`config.mk`:
```
export PLATFORM = sky130hd
export DESIGN_NAME = conv2_ctrl
export DESIGN_NICKNAME = d
export VERILOG_FILES = /design/src/rtl/conv2_ctrl.sv
export SDC_FILE = /design/constraint.sdc
export NUM_CORES = 1
export LEC_CHECK = 0
export CAP_MARGIN = 15
export CORE_UTILIZATION = 31
export DETAILED_ROUTE_END_ITERATION = 10
export PLACE_DENSITY = 0.55
export SLEW_MARGIN = 20
export SYNTH_ARGS = -nofsm -noshare
export SYNTH_HDL_FRONTEND = slang
export SYNTH_SLANG_ARGS = --single-unit
export TNS_END_PERCENT = 30
```
`constraint.sdc`:
```
create_clock -name clk -period 3.5 [get_ports clk]
set_input_delay 0.7 -clock clk [delete_from_list [all_inputs] [get_ports clk]]
set_output_delay 0.7 -clock clk [all_outputs]
set_load 0.02 [all_outputs]
```
`src/rtl/conv2_ctrl.sv`:
```
// Pixel-stream controller for a shared conv2 sum unit: tracks the raster position,
// detects completed windows and issues one sum-unit evaluation per output channel.
module conv2_ctrl #(
    parameter int unsigned WIDTH       = 12,
    parameter int unsigned HEIGHT      = 12,
    parameter int unsigned FILTER_SIZE = 5,
    parameter int unsigned NUM_CH      = 3
) (
    input  logic       clk,
    input  logic       rst,
    input  logic       valid_in,
    output logic       in_ready,
    output logic       calc_en,
    output logic [1:0] filt_sel,
    output logic       out_valid,
    output logic [1:0] out_ch,
    output logic [2:0] out_row,
    output logic [2:0] out_col,
    output logic       frame_done
);

    localparam int unsigned COL_W = (WIDTH > 1) ? $clog2(WIDTH) : 1;
    localparam int unsigned ROW_W = (HEIGHT > 1) ? $clog2(HEIGHT) : 1;
    localparam int unsigned CH_W  = 2;
    localparam int unsigned WIN_W = 3;
    localparam int unsigned K_OFF = FILTER_SIZE - 1;

    typedef enum logic [1:0] {
        ST_ACCEPT = 2'd0,
        ST_ISSUE  = 2'd1,
        ST_DONE   = 2'd2
    } state_e;

    state_e             state_q, state_d;
    logic [COL_W-1:0]   col_q, col_d;
    logic [ROW_W-1:0]   row_q, row_d;
    logic [CH_W-1:0]    ch_q, ch_d;
    logic [WIN_W-1:0]   win_row_q, win_row_d;
    logic [WIN_W-1:0]   win_col_q, win_col_d;
    logic               last_q, last_d;
    logic               out_valid_q, out_valid_d;
    logic [CH_W-1:0]    out_ch_q, out_ch_d;
    logic [WIN_W-1:0]   out_row_q, out_row_d;
    logic [WIN_W-1:0]   out_col_q, out_col_d;

    // Next-state, counters and Moore decode of the handshake / issue strobes.
    always_comb begin
        state_d    = state_q;
        col_d      = col_q;
        row_d      = row_q;
        ch_d       = ch_q;
        win_row_d  = win_row_q;
        win_col_d  = win_col_q;
        last_d     = last_q;
        in_ready   = 1'b0;
        calc_en    = 1'b0;
        filt_sel   = '0;
        frame_done = 1'b0;

        case (state_q)
            ST_ACCEPT: begin
                in_ready = 1'b1;
                if (valid_in) begin
                    if (col_q == COL_W'(WIDTH - 1)) begin
                        col_d = '0;
                        row_d = (row_q == ROW_W'(HEIGHT - 1)) ? '0 : row_q + 1'b1;
                    end else begin
                        col_d = col_q + 1'b1;
                    end
                    if ((col_q >= COL_W'(K_OFF)) && (row_q >= ROW_W'(K_OFF))) begin
                        win_col_d = WIN_W'(col_q - COL_W'(K_OFF));
                        win_row_d = WIN_W'(row_q - ROW_W'(K_OFF));
                        last_d    = (col_q == COL_W'(WIDTH - 1)) && (row_q == ROW_W'(HEIGHT - 1));
                        ch_d      = '0;
                        state_d   = ST_ISSUE;
                    end
                end
            end
            ST_ISSUE: begin
                calc_en  = 1'b1;
                filt_sel = ch_q;
                if (ch_q == CH_W'(NUM_CH - 1)) begin
                    ch_d    = '0;
                    state_d = last_q ? ST_DONE : ST_ACCEPT;
                end else begin
                    ch_d = ch_q + 1'b1;
                end
            end
            ST_DONE: begin
                frame_done = 1'b1;
                col_d      = '0;
                row_d      = '0;
                last_d     = 1'b0;
                state_d    = ST_ACCEPT;
            end
            default: state_d = ST_ACCEPT;
        endcase
    end

    // Result tags trail the issue strobe by one cycle, matching the sum-unit latency.
    always_comb begin
        out_valid_d = calc_en;
        out_ch_d    = filt_sel;
        out_row_d   = win_row_q;
        out_col_d   = win_col_q;
    end

    always_ff @(posedge clk) begin
        if (rst) begin
            state_q     <= ST_ACCEPT;
            col_q       <= '0;
            row_q       <= '0;
            ch_q        <= '0;
            win_row_q   <= '0;
            win_col_q   <= '0;
            last_q      <= 1'b0;
            out_valid_q <= 1'b0;
            out_ch_q    <= '0;
            out_row_q   <= '0;
            out_col_q   <= '0;
        end else begin
            state_q     <= state_d;
            col_q       <= col_d;
            row_q       <= row_d;
            ch_q        <= ch_d;
            win_row_q   <= win_row_d;
            win_col_q   <= win_col_d;
            last_q      <= last_d;
            out_valid_q <= out_valid_d;
            out_ch_q    <= out_ch_d;
            out_row_q   <= out_row_d;
            out_col_q   <= out_col_d;
        end
    end

    assign out_valid = out_valid_q;
    assign out_ch    = out_ch_q;
    assign out_row   = out_row_q;
    assign out_col   = out_col_q;

endmodule

```
==> results of run 1 <==
cells by family after synthesis:
kind of cell,count (synthesis)
AOI/OAI and AO/OA,37
adders and majority gates,2
buffers and inverters,10
DFF,28
and+or+nand+nor,46
cells in the mapped netlist (all sizes together):
library cell   n
o21ai          9
or3            4
or2            1
o22a           1
o21bai         1
ha             2
nor2           3
o31ai          1
nand4          2
a311oi         2
nor2b          6
nor3           1
clkbuf         5
dfxtp         28
o211ai         3
a22oi          1
inv            5
and3b          3
nand3b         1
a211oi         1
a31oi          1
a21oi         16
nand2          4
or3b           1
or4            3
or2b           1
and2           2
nand3          9
nand2b         4
nor3b          1
o22ai          1
metal layers:
metal | up-vias | wire [um] | share of wire
met1 | 418 | 1180 | 0.52
met4 | 0 | 27 | 0.012
met5 | - | 0 | 0
li1 | 480 | - | -
met3 | 2 | 68 | 0.030
met2 | 22 | 982 | 0.43
cell type report:
class | instances | area, um2
fillers | 341 | 2030
flip-flops and latches | 28 | 561
multi-input cells | 85 | 517
repair buffers | 17 | 168
well taps | 46 | 57.6
clock buffers | 4 | 36.3
inverters | 5 | 18.8
metrics by stage:
stage          worst slack (ns)  cell area, um2  total power, uW  utilization  cells
6_report                  0.928            1360              499        0.401    185
4_1_cts                   0.920            1360              507        0.401    185
3_5_place_dp              0.903            1320              348        0.390    181
2_1_floorplan              1.66            1120              342            -    123
5_1_grt                   0.791            1360              520        0.401    185
3_3_place_gp              0.941            1320              348        0.390    181
flip-flops by register name (all words and copies together), names as in the netlist:
signal	flops
col_q	4
out_col	3
out_valid	1
out_ch	2
out_row_d	3
state_q	2
row_q	4
ch_q	2
out_col_d	3
last_q	1
out_row	3
worst paths after layout:
path                                   start     endpoint  slack, ns  depth (start not counted)
worst max-delay path              state_q[1]  filt_sel[0]       0.93                          4
worst min-delay path            out_row_d[0]   out_row[0]       0.47                          1
worst max register to register    state_q[1]     row_q[2]       1.71                          3
worst min register to register  out_row_d[0]   out_row[0]       0.47                          1
power by group through the flow:
stage	Clock (uW)	Combinational [uW]	Sequential, uW
after CTS	165	18.8	323
after floorplan	0	12.7	329
final	157	18.9	323
after detailed placement	0	18.7	330
after global placement	0	18.5	330
after global routing	176	21.1	324
==> results by group, run 1 <==
Outcome
  • Status: complete, no violations

STA
  • Final setup viols: 0
  • Hold Worst Slack: 0.466 ns
  • F_max: 0.389 GHz
  • Setup TNS: 0 ns
  • Tmin final: 2.57 ns
  • RSZ-0062 raised after global routing: no
  • Slew Limit Fails: 0
  • Worst-margin pin slew: 0.793 ns
  • Final Hold Fails: 0
  • Clock skew: 0.00748 ns
  • Final period util: 0.735
  • Max_slew headroom: 0.470

Power and ir drop
  • Clock power share: 0.314
  • Pint: 391 uW
  • Net switching power: 108 uW
  • Comb pwr share: 0.038
  • Seq pwr share: 0.648
  • P per Cell Area: 367 nW/um2
  • VDD IR max: 0.114 mV
  • Leak: 0.000471 uW
  • Sw frac: 0.217

Logic synthesis
  • Mapped cell area: 1120 um2
  • Simple-Gate Fraction of Synth Area: 0.247
  • Compound-Gate Fraction of Synth Area: 0.194
  • Synth area leaders: dfxtp_1 50%, a21oi_1 7.2%, nand3_1 4.0%, o21ai_0 4.0%, nor2b_1 3.4%
  • Post-Syn Nets: 128
  • Ys Warns: 0
  • Synth Area in Adders: 0.0224
  • Largest family of logic cells by synthesized area: simple AND/OR/NAND/NOR gates
  • Sequential area share after synthesis: 0.502
  • Synth unique cells: 32
  • Xor/xnor share of the synthesized area: 0
  • Post-Syn Area per Cell: 9.07 um2
  • Seq cells post-synth: 28
  • Yosys top cell area share: 0.502
  • Post-synthesis mux area share: 0
  • Most area-hungry cell type in the Yosys netlist: dfxtp_1
  • Synth Instances: 123

Clocking
  • Worst-path clk slew: 0.15 ns
  • Htree depth: 1
  • CTS Buffer Depth: 2
  • Hold_buf cts: 0
  • # Post-CTS Setup Buffers: 0
  • Clk_lat worst skew: 0.32 ns
  • CTS tree: done
  • Total CTS buffers: 3
  • CTS resizes: 0
  • Sink Count: 28
  • Root Driver: clkbuf_4

Flow run
  • Max-cap viol count: 0

Routing
  • 1st-iter DRT viols: 25
  • Routed wire per std cell: 12.2 um
  • ANT nets after route: 0
  • # DRC: 0
  • Vias per cell: 4.98
  • Total Wirelength: 2260 um
  • Pre-Repair DR Iteration Count: 4
  • Routed vias: 922

GRT
  • Met3 Track Usage GR: 0.0186
  • Grt met1 use: 0.204
  • Initial antenna violation count: 0
  • Vias in the first global route: 729
  • Overall Global Routing Usage: 0.131
  • First-pass GRT wire length: 3640 um
  • M2 GR Usage: 0.176
  • Global route overflow: 0
  • GR peak layer: met1
  • Largest net degree at the start of global routing: 24

Place
  • Number of port buffers: 16
  • DP Wirelength: 1550 um
  • Final Wtd Congestion: 0.722

Worst setup path
  • Buf+Inv Stages, Crit Path: 2
  • CP arrival: 1.87 ns
  • Worst path cell trace: nand2b_1 > inv_1 > and2_1 > clkdlybuf4s50_1
  • Critical path data required time: 2.80 ns
  • CP delay by family, top: buffers and inverters
  • CP startpoint kind: register
  • Critical Path Fanout Max: 7
  • CP peak stage delay: 0.53 ns
  • Critical path class: reg -> out
  • CP max stage cell: clkdlybuf4s50_1
  • Endpoint class of the critical path: output pin

Die
  • Die area: 3840 um2
  • Core footprint: 3390 um2
  • Vert. Die Dim: 62 um
  • Die width: 62 um
  • Number of top-level design ports: 17
  • FP Rows: 21
  • Initial core utilization: 0.329

Final layout
  • Commonest non-fill, non-tap cell in the layout: dfxtp_1
  • Layout Nets: 145
  • Share of cells above drive strength 1: 0.0432
  • Most frequent cells in the layout: 28 x dfxtp_1, 16 x a21oi_1, 16 x clkdlybuf4s50_1
  • Antenna cells: 0
  • Synthesis-to-layout area growth: 21.6%

Worst hold path
  • Worst hold-check path type: reg -> reg
Note: power is estimated with default switching activity, not from simulation.
==> inputs of run 2 (changes only) <==
clock period = 2.4 ns   (was 3.5 ns; I/O delays follow)
==> run 2 against run 1 <==
Effect of this change:
- sequential share of layout area is 1.1 points lower
- worst setup slack got worse by 0.77 ns
- global-route usage fell by 0.35 points
- critical path type unchanged
- cell count grew 1.1%
- critical path depth decreased by 1
- combinational power grew 57%
- first-iteration DRC count decreased by 4.0%
- clock skew about the same
- final area grew 2.7%
==> results by group, run 2 (synthesized netlist as in run 1, its figures left out) <==
STA
  • F_max: 0.447 GHz
  • Tmin final: 2.24 ns
  • Worst-margin pin slew: 0.527 ns (-0.266 ns)
  • Max_slew headroom: 0.649 (+0.179)
  • Slew Limit Fails: 0 (unchanged)
  • Hold Worst Slack: 0.473 ns (+0.00733 ns)
  • RSZ-0062 raised after global routing: no
  • Clock skew: 0.00784 ns (+0.000365 ns)
  • Final Hold Fails: 0 (unchanged)
  • Final setup viols: 0 (unchanged)
  • Setup TNS: 0 ns (unchanged)
  • Final period util: 0.933

Clocking
  • CTS Buffer Depth: 2 (unchanged)
  • Clk_lat worst skew: 0.33 ns (about the same)
  • Root Driver: clkbuf_4
  • Worst-path clk slew: 0.14 ns (about the same)
  • Total CTS buffers: 3 (unchanged)
  • # Post-CTS Setup Buffers: 0 (unchanged)
  • Htree depth: 1 (unchanged)
  • Sink Count: 28 (unchanged)
  • CTS tree: done

Power and ir drop
  • Comb pwr share: 0.037 (about the same)
  • Seq pwr share: 0.581 (-0.067)
  • Clock power share: 0.382 (+0.068)
  • Leak: 0.000507 uW (+7.5%)
  • VDD IR max: 0.345 mV (+200%)
  • P per Cell Area: 581 nW/um2 (+58%)
  • Pint: 648 uW (+66%)
  • Total power: 810 uW (+62%)
  • Sw frac: 0.200 (-0.0162)
  • Net switching power: 162 uW (+50%)

Final layout
  • Layout Nets: 147 (+1.4%)
  • Antenna cells: 0 (unchanged)
  • Top flop regs: col_q (4), row_q (4)
  • Synthesis-to-layout area growth: 24.9%
  • FILL cells: 324 (-5.0%)
  • Most frequent cells in the layout: 28 x dfxtp_1, 16 x a21oi_1, 15 x clkdlybuf4s50_1
  • Final std cells w/o fill: 187 (+1.1%)
  • Share of cells above drive strength 1: 0.0638 (+0.0207)
  • Commonest non-fill, non-tap cell in the layout: dfxtp_1
  • Finished Core Util: 0.411 (+0.0107)

Worst hold path
  • Worst hold-check path type: reg -> reg

Die
  • Vert. Die Dim: 62 um (unchanged)
  • FP Rows: 21 (unchanged)
  • Die width: 62 um (unchanged)
  • Number of top-level design ports: 17 (unchanged)
  • Die area: 3840 um2 (unchanged)
  • Core footprint: 3390 um2 (unchanged)
  • Initial core utilization: 0.329 (unchanged)

Worst setup path
  • Critical Path Fanout Max: 7 (unchanged)
  • CP startpoint kind: register
  • CP arrival: 1.76 ns (-0.11 ns)
  • Critical path data required time: 1.92 ns (-0.88 ns)
  • Critical path class: reg -> out
  • Endpoint class of the critical path: output pin

GRT
  • Overall Global Routing Usage: 0.128 (-0.00351)
  • Largest net degree at the start of global routing: 17 (-29%)
  • Vias in the first global route: 765 (+4.9%)
  • Met3 Track Usage GR: 0.0497 (+0.0311)
  • Grt met1 use: 0.188 (-0.0154)
  • Global route overflow: 0 (unchanged)
  • Initial antenna violation count: 0 (unchanged)
  • M2 GR Usage: 0.173 (-0.00304)
  • First-pass GRT wire length: 3540 um (-2.9%)
  • GR peak layer: met1

Routing
  • # DRC: 0 (unchanged)
  • Total Wirelength: 2200 um (-2.7%)
  • 1st-iter DRT viols: 24 (-4.0%)
  • Routed vias: 892 (-3.3%)
  • ANT nets after route: 0 (unchanged)
  • Routed wire per std cell: 11.8 um (-3.7%)
  • Vias per cell: 4.77 (-4.3%)
  • Pre-Repair DR Iteration Count: 4 (unchanged)

Place
  • Number of port buffers: 16 (unchanged)
  • Final Wtd Congestion: 0.824 (+14%)
  • Dpl cells: 183 (+1.1%)
  • DP Wirelength: 1590 um (+2.5%)

Outcome
  • Status: complete, no violations

Flow run
  • Max-cap viol count: 0 (unchanged)
-- run 2: cell count changes in the layout (fill, tap and decap cells not counted) --
cell and change:
buf_4 +2, bufinv_16 +1, clkbuf_8 -1, clkdlybuf4s50_1 -1, dlymetal6s2s_1 +1, nand2b_1 -1
nand2b_2 +1
-- run 2: final timing paths --
check             slack, ns  cells after the start         start            to
hold reg to reg        0.47                      1  out_col_d[2]    out_col[2]
setup reg to reg       0.71                      4    state_q[1]  out_col_d[2]
hold / removal         0.47                      1  out_col_d[2]    out_col[2]
setup / recovery       0.16                      3    state_q[1]    frame_done
-- run 2: per-layer routing --
metal,vias to the layer above,share of wire
li1,483,-
met1,389,0.54
met2,18,0.41
met3,2,0.038
met4,0,0.0096
met5,-,0
-- run 2: worst max-delay path: stages (launching register included) --
cell,delay (ns)
dfxtp_1,0.44
or2b_1,0.32
inv_1,0.08
clkdlybuf4s50_1,0.60
-- run 2: final cells by class --
class / instances / area, um2 / area share
Inverter: 5 / 18.8 / 0.0135
Clock buffer: 3 / 22.5 / 0.0162
Sequential cell: 28 / 561 / 0.402
Multi-Input combinational cell: 85 / 519 / 0.373
Clock inverter: 1 / 30.0 / 0.0215
Tap cell: 46 / 57.6 / 0.0413
Timing Repair Buffer: 19 / 185 / 0.133
-- run 2: per-stage QoR --
stage / cell area [um2] / worst slack (ns)
global route: 1390 / 0.0528
floorplan: 1120 / 0.781
detailed placement: 1340 / 0.0943
finish: 1390 / 0.161
global placement: 1340 / 0.149
CTS: 1390 / 0.0458
-- run 2: power by group through the flow --
stage,clock network [uW],logic [uW],registers (uW)
finish,310,29.6,471
global route,337,33.6,472
CTS,320,29.8,471
detailed placement,0,29.8,481
global placement,0,29.6,481
floorplan,0,18.5,480
-- run 2: what timing repair did --
action | in CTS | in global routing
resized for setup | 0 | 2
hold buffers | 0 | 0
endpoints found under the setup margin | 0 | 1
==> inputs of run 3 (changes only) <==
HOLD_SLACK_MARGIN = 0.1   (was default)
==> results of run 3 <==
The final DEF is identical to that of run 2; final timing and power are the same.
